File: src/rtl/pdm_seq_ctrl.sv
// Level-table sequencer feeding the PDM modulator load port (write strobe + level).
// Optional macro PDM_SEQ_MUTE_EN adds a one-cycle MUTE load of level 0 on stop/completion.
module pdm_seq_ctrl #(
   parameter int LEVEL_W     = 5,
   parameter int DEPTH       = 8,
   parameter int HOLD_CYCLES = 64
) (
   input  logic                       clk,
   input  logic                       reset,
   input  logic                       cfg_we,
   input  logic [$clog2(DEPTH)-1:0]   cfg_addr,
   input  logic [LEVEL_W-1:0]         cfg_data,
   input  logic [$clog2(DEPTH)-1:0]   len_m1,
   input  logic                       start,
   input  logic                       stop,
   input  logic                       loop_en,
   output logic [LEVEL_W-1:0]         pdm_level,
   output logic                       pdm_we,
   output logic                       busy,
   output logic [$clog2(DEPTH)-1:0]   step_idx,
   output logic                       done
);

   localparam int AW = $clog2(DEPTH);
   localparam int CW = $clog2(HOLD_CYCLES);
   localparam logic [CW-1:0] CNT_LAST = CW'(HOLD_CYCLES - 2);
   localparam logic [AW-1:0] IDX0     = '0;

   typedef enum logic [1:0] {
      S_IDLE  = 2'd0,
      S_ISSUE = 2'd1,
      S_HOLD  = 2'd2,
      S_MUTE  = 2'd3
   } state_t;

   logic [LEVEL_W-1:0] tbl_q [DEPTH];
   state_t             state_q;
   logic [AW-1:0]      step_q;
   logic [AW-1:0]      len_q;
   logic [CW-1:0]      cnt_q;
   logic [LEVEL_W-1:0] pdm_level_q;
   logic               pdm_we_q;
   logic               busy_q;
   logic               done_q;
   logic               mute_done_q;
   logic [AW-1:0]      step_d;
   logic               abort_d;

   // Next entry index (wraps to 0 after the latched length) and abort qualifier.
   always_comb begin
      step_d  = IDX0;
      abort_d = 1'b0;
      if (step_q == len_q) begin
         step_d = IDX0;
      end else begin
         step_d = step_q + AW'(1);
      end
      if ((state_q == S_ISSUE || state_q == S_HOLD) && stop) begin
         abort_d = 1'b1;
      end else begin
         abort_d = 1'b0;
      end
   end

   // Level table: written in any state, deliberately not reset.
   always_ff @(posedge clk) begin
      if (cfg_we) begin
         tbl_q[cfg_addr] <= cfg_data;
      end
   end

   // Playback FSM with registered modulator-facing outputs.
   always_ff @(posedge clk or posedge reset) begin
      if (reset) begin
         state_q     <= S_IDLE;
         step_q      <= '0;
         len_q       <= '0;
         cnt_q       <= '0;
         pdm_level_q <= '0;
         pdm_we_q    <= 1'b0;
         busy_q      <= 1'b0;
         done_q      <= 1'b0;
         mute_done_q <= 1'b0;
      end else begin
         pdm_we_q <= 1'b0;
         done_q   <= 1'b0;
         if (abort_d) begin
            step_q <= '0;
            cnt_q  <= '0;
`ifdef PDM_SEQ_MUTE_EN
            state_q     <= S_MUTE;
            pdm_we_q    <= 1'b1;
            pdm_level_q <= '0;
            mute_done_q <= 1'b0;
`else
            state_q <= S_IDLE;
            busy_q  <= 1'b0;
`endif
         end else begin
            case (state_q)
               S_IDLE: begin
                  cnt_q <= '0;
                  if (start && !stop) begin
                     state_q     <= S_ISSUE;
                     len_q       <= len_m1;
                     step_q      <= '0;
                     pdm_we_q    <= 1'b1;
                     pdm_level_q <= tbl_q[IDX0];
                     busy_q      <= 1'b1;
                  end
               end
               S_ISSUE: begin
                  state_q <= S_HOLD;
                  cnt_q   <= '0;
               end
               S_HOLD: begin
                  if (cnt_q != CNT_LAST) begin
                     cnt_q <= cnt_q + CW'(1);
                  end else if (step_q != len_q || loop_en) begin
                     // Re-issue lands exactly HOLD_CYCLES after the previous strobe.
                     state_q     <= S_ISSUE;
                     step_q      <= step_d;
                     pdm_we_q    <= 1'b1;
                     pdm_level_q <= tbl_q[step_d];
                     cnt_q       <= '0;
                  end else begin
                     step_q <= '0;
                     cnt_q  <= '0;
`ifdef PDM_SEQ_MUTE_EN
                     state_q     <= S_MUTE;
                     pdm_we_q    <= 1'b1;
                     pdm_level_q <= '0;
                     mute_done_q <= 1'b1;
`else
                     state_q <= S_IDLE;
                     busy_q  <= 1'b0;
                     done_q  <= 1'b1;
`endif
                  end
               end
               S_MUTE: begin
                  state_q     <= S_IDLE;
                  busy_q      <= 1'b0;
                  done_q      <= mute_done_q;
                  mute_done_q <= 1'b0;
               end
               default: begin
                  state_q <= S_IDLE;
                  busy_q  <= 1'b0;
               end
            endcase
         end
      end
   end

   assign pdm_level = pdm_level_q;
   assign pdm_we    = pdm_we_q;
   assign busy      = busy_q;
   assign step_idx  = step_q;
   assign done      = done_q;

endmodule

File: config.mk
export PLATFORM = sky130hd
export DESIGN_NAME = pdm_seq_ctrl
export DESIGN_NICKNAME = d
export VERILOG_FILES = /design/src/rtl/pdm_seq_ctrl.sv
export SDC_FILE = /design/constraint.sdc
export NUM_CORES = 1
export LEC_CHECK = 0
export CORE_ASPECT_RATIO = 0.7
export CORE_UTILIZATION = 50
export DETAILED_ROUTE_END_ITERATION = 10
export PLACE_DENSITY = 0.71
export RECOVER_POWER = 100
export SLEW_MARGIN = 20
export SYNTH_ARGS = -nofsm -noshare
export SYNTH_HDL_FRONTEND = slang
export SYNTH_SLANG_ARGS = --single-unit
export TNS_END_PERCENT = 30
File: constraint.sdc
create_clock -name clk -period 5.85 [get_ports clk]
set_input_delay 1.17 -clock clk [delete_from_list [all_inputs] [get_ports clk]]
set_output_delay 1.17 -clock clk [all_outputs]
set_load 0.1 [all_outputs]
==> results by group <==
Critical path
  • Worst Path Arrival: about 2.5 ns
  • Critical Path Max Stage Delay: between 1 and 1.5 ns
  • Top delay family on crit path: buffers and inverters
  • Crit path buffers/inverters: 1
  • Worst EP required: around 4.7 ns
  • Crit end category: output pin
  • R2R cell count: 7
  • Startpoint Class: flip-flop
  • Number of cells on the critical path: 1
  • CP Cell Sequence: dlygate4sd3_1
  • Largest fanout on the critical path: 17
  • Worst path slowest cell: dlygate4sd3_1
  • Crit Path Class: reg -> out

Yosys
  • Yosys Warn Count: 0
  • Post-synth EDFFs: 40
  • Syn_nets: about 260
  • Most common cell in the netlist: edfxtp_1
  • Top cells by area, synth: edfxtp_1, dfrtp_1, ha_1, mux4_2, nand2_1
  • Share of the synthesized area in the top cell type: about two fifths
  • Async SR Flop Fraction: a little over a third
  • Mapped Cells: 229
  • Unique masters post-synth: 44
  • Seq/Total Area, Yosys: around three fifths
  • Most area-hungry cell type in the Yosys netlist: edfxtp_1
  • Mapped Area: roughly 0.0029 mm2
  • Synth Flop Type: edfxtp_1
  • Synth top cells by count: edfxtp_1, dfrtp_1, nand2_1
  • Flops & latches, synth: between 60 and 70
  • Mean Syn Cell Area: 12.6 um2

Die
  • Die X: ~93 um
  • Ports: 28
  • Die footprint: between 0.006 and 0.007 mm2
  • Core area: around 0.0054 mm2
  • Cell Rows: 22
  • Chip height: 65.5 um
  • Initial Utilization: between 50% and 60%

Clock tree
  • Post_cts resized: 0
  • Clock Path Buffers: 2
  • Cts hold-fix bufs: 0
  • CTS root buf: clkbuf_8
  • Total CTS buffers: 9
  • Clk slew on worst S/H paths: ~0.060 ns
  • Number of setup buffers added after CTS: 0
  • Sink Count: 62
  • Clock Latency Late Sink: between 0.3 and 0.4 ns
  • # H-tree levels: 3
  • CTS tree: done

Flow run
  • Max-cap viol count: 0

Placed design
  • I/O Buffers: 27
  • Place WS: 2.57 ns
  • Dpl hpwl: 3.93 mm
  • Post-DP Area: 0.00319 mm2
  • Gpl congestion: 0.781

Cells and area
  • Ant. Diodes: 0
  • Fill cells: 420
  • Reg area: between 0.0015 and 0.002 mm2
  • Layout area overhead: 16.0%
  • Footprint of the multi-input gates: around 0.0011 mm2
  • Layout cells sized above 1: 7.60%
  • Final non-filler cell area: 0.00334 mm2
  • Layout Nets: approximately 280

Global routing
  • Vias in the first global route: around 1900
  • Initial antenna violation count: 0
  • Total grt overflow: 0
  • Overall fraction of global-route tracks in use: a little over a fifth
  • Largest net degree at the start of global routing: 23
  • First-pass GRT wire length: 9.25 mm

Run status
  • Outcome: completed

STA
  • Setup violations, final: 0
  • Hold Fails Final Rpt: 0
  • Clock Skew: ~0.0038 ns
  • Final Critical Period: roughly 3.6 ns
  • Final worst slack: around 2.2 ns
  • Max Slew Vio Count: 0
  • Maximum clock rate: approximately 0.28 GHz
  • RSZ-0062 raised after global routing: no
  • Slew margin rel.: between 30% and 40%
  • Period utilization: 62.0%
  • Worst slew pin tran: between 0.9 and 1 ns
  • Setup TNS: 0 ns

Route
  • DR DRC count: 0
  • Initial drt markers: 99
  • Routed wire length: around 5.5 mm
  • 1st-pass router iterations: 5
  • WL/cell: ~16 um
  • Via count: roughly 1900
  • Detail Route Antenna Nets: 0
  • Via density: ~5.5

Power
  • Leakage: 1.24 nW
  • Pwr/cell area: between 400 and 500 mW/mm2
  • Maximum VDD drop: ~0.3 mV

Worst hold path
  • Hold Crit Depth: 2
  • Hold Path Class: reg -> reg
layer usage:
metal / part of all wire (%) / track usage, %
met4: 0.71 / 5.77
met5: 0 / 0
met3: 5.0 / 6.02
met2: 44 / 30.8
met1: 51 / 30.9
final timing paths:
check / from / endpoint / slack [ns]
worst max-delay path: step_idx[0]$_DFFE_PP0P_ / step_idx[0] / 2.22
worst min-delay path: busy$_DFFE_PP0P_ / busy$_DFFE_PP0P_ / 0.51
worst max register to register: state_q[0]$_DFFE_PP0P_ / step_idx[0]$_DFFE_PP0P_ / 3.39
worst min register to register: busy$_DFFE_PP0P_ / busy$_DFFE_PP0P_ / 0.51
max in group asynchronous: reset / step_idx[1]$_DFFE_PP0P_ / 3.86
min in group asynchronous: reset / cnt_q[2]$_DFFE_PP0P_ / 1.46
kinds of logic after synthesis:
group,Yosys count,synth area share (%)
buffers and inverters,15,2.52
AND/OR/NAND/NOR,64,10.5
flip-flops,62,60.8
adder cells (fa/ha/maj),9,3.91
XOR/XNOR,5,1.52
AO/OA/AOI/OAI,60,13.4
multiplexers,14,7.38
worst register-to-register path: cells and delay by family (launching register included):
family,cells,cell delay [ns]
flops,1,0.43
compound gates,3,0.62
buf+inv,2,0.40
fa+ha+maj,1,0.35
simple gates,1,0.58
report_power, final:
| part | leakage, nW | total, mW | switching, mW | internal (mW) |
|---|---|---|---|---|
| logic | 0.514 | 0.627 | 0.428 | 0.199 |
| registers | 0.644 | 0.577 | 0.0533 | 0.524 |
| clock network | 0.0786 | 0.302 | 0.154 | 0.148 |
| total | 1.24 | 1.51 | 0.636 | 0.870 |
area by class of cell:
cell class / instances / area share, %
sequential: 62 / 52.4
clock inverter: 6 / 0.860
timing repair buffer: 27 / 8.08
multi-input combinational: 152 / 31.5
tap: 72 / 2.69
inverter: 6 / 0.673
clock buffer: 10 / 3.82
layout by cell type (no fill, tap or decap), types with 2 or more instances in the layout:
master,n
edfxtp_1,40
dfrtp_1,22
nand2_1,21
dlygate4sd3_1,20
nor2_1,16
o21ai_0,14
a21oi_1,11
ha_1,9
clkbuf_8,9
nand2b_1,7
clkdlybuf4s50_1,7
nand3_1,6
inv_1,6
o31a_1,6
o21ai_1,6
mux2_1,5
a21boi_0,5
mux4_2,5
a31oi_1,5
o31ai_1,4
nor3_1,4
xnor2_1,4
and3_1,3
mux2_2,3
clkinv_1,3
nand3b_1,2
clkinv_2,2
state kept, by name, indices dropped and copies added, names as in the netlist:
register / cells
busy: 1
cnt_q: 6
pdm_level: 5
pdm_we: 1
len_q: 3
step_idx: 3
done: 1
state_q: 2
tbl_q: 40
metrics by stage:
step	hold slack, ns	total power [mW]	instances	util (%)
floorplan	0.482	1.09	229	-
global placement	0.472	1.22	319	59.2
detailed placement	0.484	1.23	319	59.2
CTS	0.501	1.53	335	62.1
global route	0.539	1.61	335	62.0
finish	0.508	1.51	335	62.0
Note: power is estimated with default switching activity, not from simulation.
==> RTL edit, RTL diff (same settings) <==
Add an input register stage for `cfg_addr`, with the module's reset; this delays it by one clock. The other inputs are not delayed to match.
--- a/src/rtl/pdm_seq_ctrl.sv
+++ b/src/rtl/pdm_seq_ctrl.sv
@@ -33,6 +33,16 @@
       S_MUTE  = 2'd3
    } state_t;
 
+   logic [$clog2(DEPTH)-1:0] cfg_addr_q;
+
+   always_ff @(posedge clk or posedge reset) begin
+      if (reset) begin
+         cfg_addr_q <= '0;
+      end else begin
+         cfg_addr_q <= cfg_addr;
+      end
+   end
+
    logic [LEVEL_W-1:0] tbl_q [DEPTH];
    state_t             state_q;
    logic [AW-1:0]      step_q;
@@ -65,7 +75,7 @@
    // Level table: written in any state, deliberately not reset.
    always_ff @(posedge clk) begin
       if (cfg_we) begin
-         tbl_q[cfg_addr] <= cfg_data;
+         tbl_q[cfg_addr_q] <= cfg_data;
       end
    end
 
Function: changed (a bounded check fails within 4 cycles, from zero or initial values and one cycle with reset high).
==> RTL edit against the unedited design <==
- fmax down 1.3%
- worst setup slack lost 47 ps
- sequential cell count grew 3
- register-to-register slack got worse by 250 ps
- sequential power rose by 3%
- routed wire length up 2.3%
- combinational power increased by 5.9%
- via count is 0.59% higher
- power increased by 5.4%
- final area increased by 3.2%
- first-iteration DRC count is 60% higher
- count of clock-buffer cells in the layout shrank 1
- area after synthesis is 3.4% higher
==> RTL edit: results (changes against the unedited design) <==
============================================================================
Gr usage total ................................................        20.2%   -0.90 points
Aggregate routed wire length ..................................      5580 um   +2.3%
Vias in the first global route ................................         1747   -5.6%
Starting DRT DRC Count ........................................          158   +60%
Wire length of the first global-routing pass ..................      8870 um   -4.2%
Library cells used by synthesis ...............................           40   -9.1%
Post-Place Cells ..............................................          326   +2.2%
DP Wirelength .................................................      3900 um   -0.71%
Detailed-route vias per instance ..............................         5.44   -1.5%
Critical path arrival .........................................      2500 ps   +40 ps
Commonest cells in the synthesized netlist .................... sky130_fd_sc_hd__edfxtp_1, sky130_fd_sc_hd__dfrtp_1, sky130_fd_sc_hd__nor2_1, sky130_fd_sc_hd__nand2_1, sky130_fd_sc_hd__o21ai_0
Number of filler instances in the final layout ................          456   +8.6%
Final std cells w/o fill ......................................          342   +2.1%
Synthesized netlist net count .................................          260   +2.0%
Pin count of the biggest net entering global routing ..........           26   +13%
Clk_lat worst skew ............................................       350 ps   +30 ps
Cell types occupying the most area after synthesis ............ sky130_fd_sc_hd__edfxtp_1, sky130_fd_sc_hd__dfrtp_1, sky130_fd_sc_hd__ha_1
Worst vdd ir ..................................................       220 uV   -27%
Count of flip-flops with a built-in enable after synthesis ....           40   unchanged
Worst Clk Skew ................................................      8.89 ps   +5.11 ps
Cell family with most CP delay ................................ buffers and inverters
RD Place Congestion ...........................................        0.797   +2.1%
Slew margin rel. ..............................................        31.9%   -2.3 points
Total Nets Final ..............................................          288   +1.4%
Fraction of registers with async set or reset after synthesis .        38.5%   +3.0 points
Synthesized instance count ....................................          234   +2.2%
Result of the run .............................................    completed
============================================================================
[RTL edit: area by class of cell]
type                            instances  area share [%]
Sequential cell                        65            52.9
Clock inverter                          7            1.38
Timing Repair Buffer                   27            7.83
Multi-Input combinational cell        153            30.9
Clock buffer                            9            3.59
Inverter                                6           0.653
Tap cell                               75            2.72
[RTL edit: metal layers]
| metal | GRT usage [%] | vias up | wire [um] |
|---|---|---|---|
| li1 | - | 914 | - |
| met1 | 29.1 | 886 | 2810 |
| met2 | 27.3 | 50 | 2360 |
| met3 | 7.42 | 12 | 311 |
| met4 | 8.27 | 0 | 99 |
| met5 | 0 | - | 0 |
[RTL edit: path summary, 6_finish.rpt]
| kind | from | end | slack, ps | depth (start not counted) |
|---|---|---|---|---|
| max | step_idx[0]$_DFFE_PP0P_ | step_idx[0] | 2180 | 1 |
| max in group asynchronous | reset | busy$_DFFE_PP0P_ | 4070 | 2 |
| max reg2reg | state_q[0]$_DFFE_PP0P_ | pdm_level[4]$_DFFE_PP0P_ | 3140 | 6 |
| min reg2reg | busy$_DFFE_PP0P_ | busy$_DFFE_PP0P_ | 490 | 2 |
| min | busy$_DFFE_PP0P_ | busy$_DFFE_PP0P_ | 490 | 2 |
| min in group asynchronous | reset | cfg_addr_q[1]$_DFF_PP0_ | 1340 | 2 |
[RTL edit: metrics by stage]
stage | cell area (um2) | total power [W] | setup slack [ps]
2_1_floorplan | 2980 | 0.00113 | 3360
3_3_place_gp | 3300 | 0.00127 | 2590
3_5_place_dp | 3300 | 0.00129 | 2570
4_1_cts | 3470 | 0.00162 | 2190
5_1_grt | 3450 | 0.00168 | 2090
6_report | 3450 | 0.00159 | 2180
[RTL edit: report_power, final]
group          switching [W]  internal (W)
logic               0.000445      0.000219
registers          0.0000535      0.000542
clock network       0.000177      0.000151
total               0.000675      0.000912
[RTL edit: cell families (layout without fill, tap and decap cells)]
logic type / count (synthesis) / in the layout / share of synthesized area, %
DFF: 65 / 65 / 61.3
adders and majority gates: 9 / 9 / 3.78
muxes: 14 / 14 / 7.18
buffers and inverters: 16 / 49 / 2.39
AOI/OAI and AO/OA: 54 / 54 / 12.2
and+or+nand+nor: 69 / 69 / 11.2
xor gates and xnor gates: 7 / 7 / 2.06
[RTL edit: worst register-to-register path, delay by kind of cell, from the launching register on]
kind | cells | cell delay (ps)
DFF | 1 | 430
AOI/OAI and AO/OA | 4 | 1470
buffers and inverters | 1 | 130
adders and majority gates | 1 | 510
